**src/rtl/cpu_bus_fabric.sv**
```systemverilog
// cpu_bus_fabric: bridges the picorv32 native memory port to NSLAVES
// memory-mapped targets. One registered transaction at a time, with
// unmapped-address errors, a per-access watchdog and error bookkeeping.
`timescale 1ns/1ps

module cpu_bus_fabric #(
  parameter int                    NSLAVES       = 4,
  parameter logic [NSLAVES*32-1:0] SLV_BASE      = {32'h0003_0000, 32'h0002_0000,
                                                    32'h0001_0000, 32'h0000_0000},
  parameter logic [NSLAVES*32-1:0] SLV_MASK      = {4{32'hFFFF_0000}},
  parameter int                    TIMEOUT       = 255,
  parameter logic [31:0]           DEFAULT_RDATA = 32'hDEAD_BEEF
) (
  input  logic                  clk,
  input  logic                  reset,
  // CPU side
  input  logic                  cpu_mem_op,
  output logic                  cpu_mem_rdy,
  input  logic [31:0]           cpu_adr,
  input  logic [31:0]           cpu_do,
  input  logic [3:0]            cpu_wren,
  output logic [31:0]           cpu_di,
  // Slave side
  output logic [NSLAVES-1:0]    slv_op,
  input  logic [NSLAVES-1:0]    slv_rdy,
  output logic [31:0]           slv_adr,
  output logic [31:0]           slv_do,
  output logic [3:0]            slv_wren,
  input  logic [NSLAVES*32-1:0] slv_di,
  // Error reporting
  output logic                  bus_err,
  output logic [31:0]           err_adr,
  output logic [15:0]           err_count
);

  localparam int            SW      = (NSLAVES > 1) ? $clog2(NSLAVES) : 1;
  localparam int            CW      = (TIMEOUT > 0) ? $clog2(TIMEOUT + 1) : 1;
  localparam logic [CW-1:0] WD_LAST = CW'((TIMEOUT > 0) ? TIMEOUT - 1 : 0);

  // S_DECERR is the unmapped-access counterpart of S_ACCESS: it keeps mapped
  // and unmapped accesses on the same 2-cycle request-to-ready latency.
  typedef enum logic [1:0] {
    S_IDLE,
    S_ACCESS,
    S_DECERR,
    S_RESP
  } state_e;

  state_e              state_q;
  logic [NSLAVES-1:0]  slv_op_q;
  logic [SW-1:0]       sel_q;
  logic [CW-1:0]       wd_q;
  logic [31:0]         adr_q;
  logic [31:0]         wdata_q;
  logic [3:0]          wren_q;
  logic [31:0]         rdata_q;
  logic                rdy_q;
  logic                err_q;
  logic [31:0]         err_adr_q;
  logic [15:0]         err_count_q;

  logic                hit;
  logic [SW-1:0]       hit_idx;
  logic                sel_rdy;
  logic [31:0]         sel_rdata;

  // Address decode; scanning downwards lets the lowest matching index win.
  always_comb begin
    // NOTE: every signal written here gets a default first, so no latch is inferred.
    hit     = 1'b0;
    hit_idx = '0;
    for (int k = NSLAVES - 1; k >= 0; k--) begin
      if ((cpu_adr & SLV_MASK[k*32 +: 32]) == SLV_BASE[k*32 +: 32]) begin
        hit     = 1'b1;
        hit_idx = SW'(k);
      end
    end
  end

  // Only the selected slave's ready and read data are ever looked at.
  assign sel_rdy   = slv_rdy[sel_q];
  assign sel_rdata = slv_di[32*int'(sel_q) +: 32];

  // Transaction FSM with all outputs registered.
  always_ff @(posedge clk or posedge reset) begin
    if (reset) begin
      state_q     <= S_IDLE;
      slv_op_q    <= '0;
      sel_q       <= '0;
      wd_q        <= '0;
      adr_q       <= '0;
      wdata_q     <= '0;
      wren_q      <= '0;
      rdata_q     <= '0;
      rdy_q       <= 1'b0;
      err_q       <= 1'b0;
      err_adr_q   <= '0;
      err_count_q <= '0;
    end else begin
      // NOTE: non-blocking assignments throughout, so every branch sees the
      // pre-edge register values and the defaults below are simply overridden.
      rdy_q <= 1'b0;
      err_q <= 1'b0;
      unique case (state_q)
        S_IDLE: begin
          if (cpu_mem_op) begin
            adr_q   <= cpu_adr;
            wdata_q <= cpu_do;
            wren_q  <= cpu_wren;
            if (hit) begin
              sel_q    <= hit_idx;
              slv_op_q <= NSLAVES'(1) << hit_idx;
              wd_q     <= '0;
              state_q  <= S_ACCESS;
            end else begin
              rdata_q   <= DEFAULT_RDATA;
              err_q     <= 1'b1;
              err_adr_q <= cpu_adr;
              if (err_count_q != 16'hFFFF) err_count_q <= err_count_q + 16'd1;
              state_q   <= S_DECERR;
            end
          end
        end
        S_ACCESS: begin
          if (sel_rdy) begin
            rdata_q  <= sel_rdata;
            slv_op_q <= '0;
            rdy_q    <= 1'b1;
            state_q  <= S_RESP;
          end else if ((TIMEOUT != 0) && (wd_q == WD_LAST)) begin
            rdata_q   <= DEFAULT_RDATA;
            slv_op_q  <= '0;
            rdy_q     <= 1'b1;
            err_q     <= 1'b1;
            err_adr_q <= adr_q;
            if (err_count_q != 16'hFFFF) err_count_q <= err_count_q + 16'd1;
            state_q   <= S_RESP;
          end else begin
            wd_q <= wd_q + 1'b1;
          end
        end
        S_DECERR: begin
          rdy_q   <= 1'b1;
          state_q <= S_RESP;
        end
        S_RESP: begin
          state_q <= S_IDLE;
        end
        default: state_q <= S_IDLE;
      endcase
    end
  end

  assign cpu_mem_rdy = rdy_q;
  assign cpu_di      = rdata_q;
  assign slv_op      = slv_op_q;
  assign slv_adr     = adr_q;
  assign slv_do      = wdata_q;
  assign slv_wren    = wren_q;
  assign bus_err     = err_q;
  assign err_adr     = err_adr_q;
  assign err_count   = err_count_q;

endmodule

```
**config.mk**
```make
export PLATFORM = sky130hd
export DESIGN_NAME = cpu_bus_fabric
export DESIGN_NICKNAME = d
export VERILOG_FILES = /design/src/rtl/cpu_bus_fabric.sv
export SDC_FILE = /design/constraint.sdc
export NUM_CORES = 1
export LEC_CHECK = 0
export CORE_ASPECT_RATIO = 1.25
export CORE_MARGIN = 8
export CORE_UTILIZATION = 40
export DETAILED_ROUTE_END_ITERATION = 8
export PLACE_DENSITY = 0.77
export SYNTH_ARGS = -nofsm -noshare
export SYNTH_HDL_FRONTEND = slang
export SYNTH_SLANG_ARGS = --single-unit
```
**constraint.sdc**
```tcl
create_clock -name clk -period 6.6 [get_ports clk]
set_clock_uncertainty 0.2 [all_clocks]
set_input_delay 0.66 -clock clk [delete_from_list [all_inputs] [get_ports clk]]
set_output_delay 0.66 -clock clk [all_outputs]
set_load 0.05 [all_outputs]
```
==> summary.md <==
| Metric | Value |
|---|---|
| Setup bufs post-CTS | 0 |
| Area grow syn2layout | 52.9% |
| Largest family of logic cells by synthesized area | multiplexers |
| TritonCTS clock tree | done |
| Status | finished clean |
| Hold path endpoint | err_adr[4] |
| Worst slew margin | around 36% |
| Die area | 25,000 um^2 |
| Port bufs | around 360 |
| Post-Syn Area | slightly above 8000 um^2 |
| PwrDens | approximately 520 nW/um^2 |
| Post-CTS resize count | 0 |
| Hold Path Depth | 2 |
| Final Instance Count excl. Fillers | approximately 1,300 |
| Min-Delay Path Class | reg -> reg |
| Yosys warning count | 0 |
| Synth Instances | about 640 |
| Initial DRT Pass Iterations | 4 |
| Total GRT Usage | about 20% |
| RSZ-0062 raised after global routing | false |
| Diode count | 0 |
| Worst Max-Slew Pin Slew | ~0.96 ns |
| Fin nets | between 1,000 and 1,500 |
| Total grt overflow | 0 |
| Peak fanout along the critical path | 64 |
| Final Hold Viols | 0 |
| R2R Setup Slk | ~3.4 ns |
| Worst-Skew Late Latency | about 0.42 ns |
| Post-CTS Hold Buffers | 0 |
| Row count | 58 |
| Seq cells post-synth | approximately 170 |
| Final core occ | between 60 and 70% |
| Reg clk slew, reported paths | 0.07 ns |
| Post-Synth Simple-Gate Area | between 10% and 20% |
| Max Root-Sink Buffers | 2 |
| Synth Area in Compound Gates | between 8 and 9% |
| Initial Utilization | 40.3% |
| Top_reg_cell synth | dfrtp_1 |
| Most frequent cells in the layout | 356 x clkdlybuf4s50_1, 164 x dfrtp_1, 80 x nand2_1 |
| Critical Path RT | around 6.7 ns |
| I/O pin total | between 300 and 400 |
| Post-synth EDFFs | 0 |
| Count of max-cap constraint violations | 0 |
| Initial antenna violation count | 3 |
| Routed length per instance | between 20 and 25 um |
| Ys async rst share | 100% |
| Layout cells sized above 1 | a little under a fifth |
| Most common cell after layout, fill and taps aside | clkdlybuf4s50_1 |
| Remaining antenna violation count | 0 |
| First-pass GRT wire length | 38.9 mm |
| Kind of critical path | reg -> reg |
| CP arrival | between 3 and 4 ns |
| Crit end category | flop |
| Avg Vias per Cell | 5.05 |
| Register area share after synthesis | 51.6% |
| Syn Area/Cell | around 13 um^2 |
| Worst R2R End | err_adr[16] |
| Path depth of the worst reg2reg path | 8 |
| Final TNS setup | 0 ns |
| Iter 0 DRT Violations | about 250 |
| Flip-flop and latch area | 4160 um^2 |
| Worst VDD drop | around 0.00032 V |
| Post-Place Cells | roughly 1,200 |
| Post-route DRC | 0 |
| Post-Synth XOR/XNOR Area | 1.63% |
| Yosys cell types | between 50 and 60 |
| Number of global-route vias before repair | 6,673 |
| Setup violators final | 0 |
| Crit start category | flop |
| Largest net degree at the start of global routing | 94 |
| CTS root buffer | clkbuf_16 |
| Number of max-slew violations in the final report | 0 |
| Final WL | 25.6 mm |
| CTS sink count | 166 |
| Total CTS buffers | 17 |
| Die Wd | about 140 um |
| Global placer's final weighted congestion | 0.852 |
| Vias | around 6,400 |
| Reg2reg start | state_q[1] |
| Post-DP HPWL | between 15 and 20 mm |
| Synth Area in Adders | less than 1% |
| Core Region | about 20,000 um^2 |
| Die height | approximately 170 um |
| Layout filler cell count | 1,628 |
| Final period util | between 40% and 50% |
| Post-synthesis mux area share | 23.5% |
| Syn_nets | 850 |
| Min-Delay Startpoint | err_adr[4] |
| Final min period | roughly 3.2 ns |
| Leakage dissipation | a little over 5 nW |
| Pwr Total | approximately 0.0064 W |
| H-tree levels | 4 |
| Fmax | ~310 MHz |
| Multi-input logic area | 3600 um^2 |
==> cell type report <==
| type | instances | area share (%) |
|---|---|---|
| tap | 270 | 2.74 |
| inverter | 7 | 0.254 |
| clock inverter | 12 | 1.10 |
| multi-input combinational | 428 | 29.2 |
| clock buffer | 20 | 3.71 |
| timing repair buffer | 360 | 29.2 |
| sequential | 166 | 33.8 |
==> power breakdown <==
group | total, W | internal (W) | switching, W
combinational | 0.00368 | 0.00131 | 0.00237
sequential | 0.00172 | 0.00146 | 0.000261
clock | 0.000991 | 0.000555 | 0.000437
==> registers in the layout, summed over array words and instances (netlist names), 2 cells and up <==
| signal | cells |
|---|---|
| err_count | 16 |
| slv_op | 4 |
| sel_q | 2 |
| slv_wren | 4 |
| cpu_di | 32 |
| slv_adr | 32 |
| state_q | 2 |
| wd_q | 8 |
| err_adr | 32 |
| slv_do | 32 |
==> metrics by stage <==
step | setup slack (ns) | hold WS [ns] | area [um^2]
global placement | 3.29 | 0.259 | 11700
CTS | 3.32 | 0.280 | 12300
finish | 3.38 | 0.279 | 12300
floorplan | 1.25 | 0.260 | 8050
detailed placement | 3.22 | 0.266 | 11700
global route | 3.12 | 0.308 | 12300
==> cells in the mapped netlist, types with 9 or more instances <==
master      n  share of area (%)
nand2_1    81                3.8
mux2_2     71                9.9
nand2b_1   14                1.1
dfrtp_1   166                 52
nor2_1     31                1.4
mux4_2     32                9.0
mux2i_1    34                4.2
clkbuf_1   11               0.51
and3_1      9               0.70
o21ai_2    29                3.2
o21ai_1    35                2.2
buf_6      15                2.1
==> worst max-delay path by stage <==
stage | start | endpoint | slack, ns | depth (start not counted)
finish | state_q[1] | err_adr[16] | 3.38 | 8
global route | state_q[1] | err_adr[16] | 3.12 | 8
CTS | state_q[1] | err_adr[16] | 3.32 | 8
detailed placement | cpu_mem_op | cpu_di[0] | 3.22 | 6
global placement | cpu_mem_op | cpu_di[19] | 3.29 | 6
floorplan | reset | bus_err | 1.25 | 1
==> worst max-delay path, cell delays in order (launching register included) <==
cell,delay (ns)
dfrtp_1,0.39
inv_1,0.09
ha_2,0.56
buf_4,0.49
nand2b_1,0.20
o21a_4,0.19
nand2b_4,0.68
a21oi_1,0.08
a21o_1,0.19
==> layer usage <==
layer,global-route usage (%),up-vias,wire length (um)
met3,9.15,36,2710
met4,6.48,6,526
met2,35.9,258,13000
li1,-,2996,-
met5,0,-,40
met1,21.0,3081,9260
==> cells by family after synthesis <==
| logic type | count (synthesis) |
|---|---|
| compound gates | 98 |
| xor+xnor | 15 |
| fa+ha+maj | 6 |
| buf+inv | 47 |
| flops | 166 |
| mux | 139 |
| simple gates | 170 |
Power figures use the tool's default switching activity.
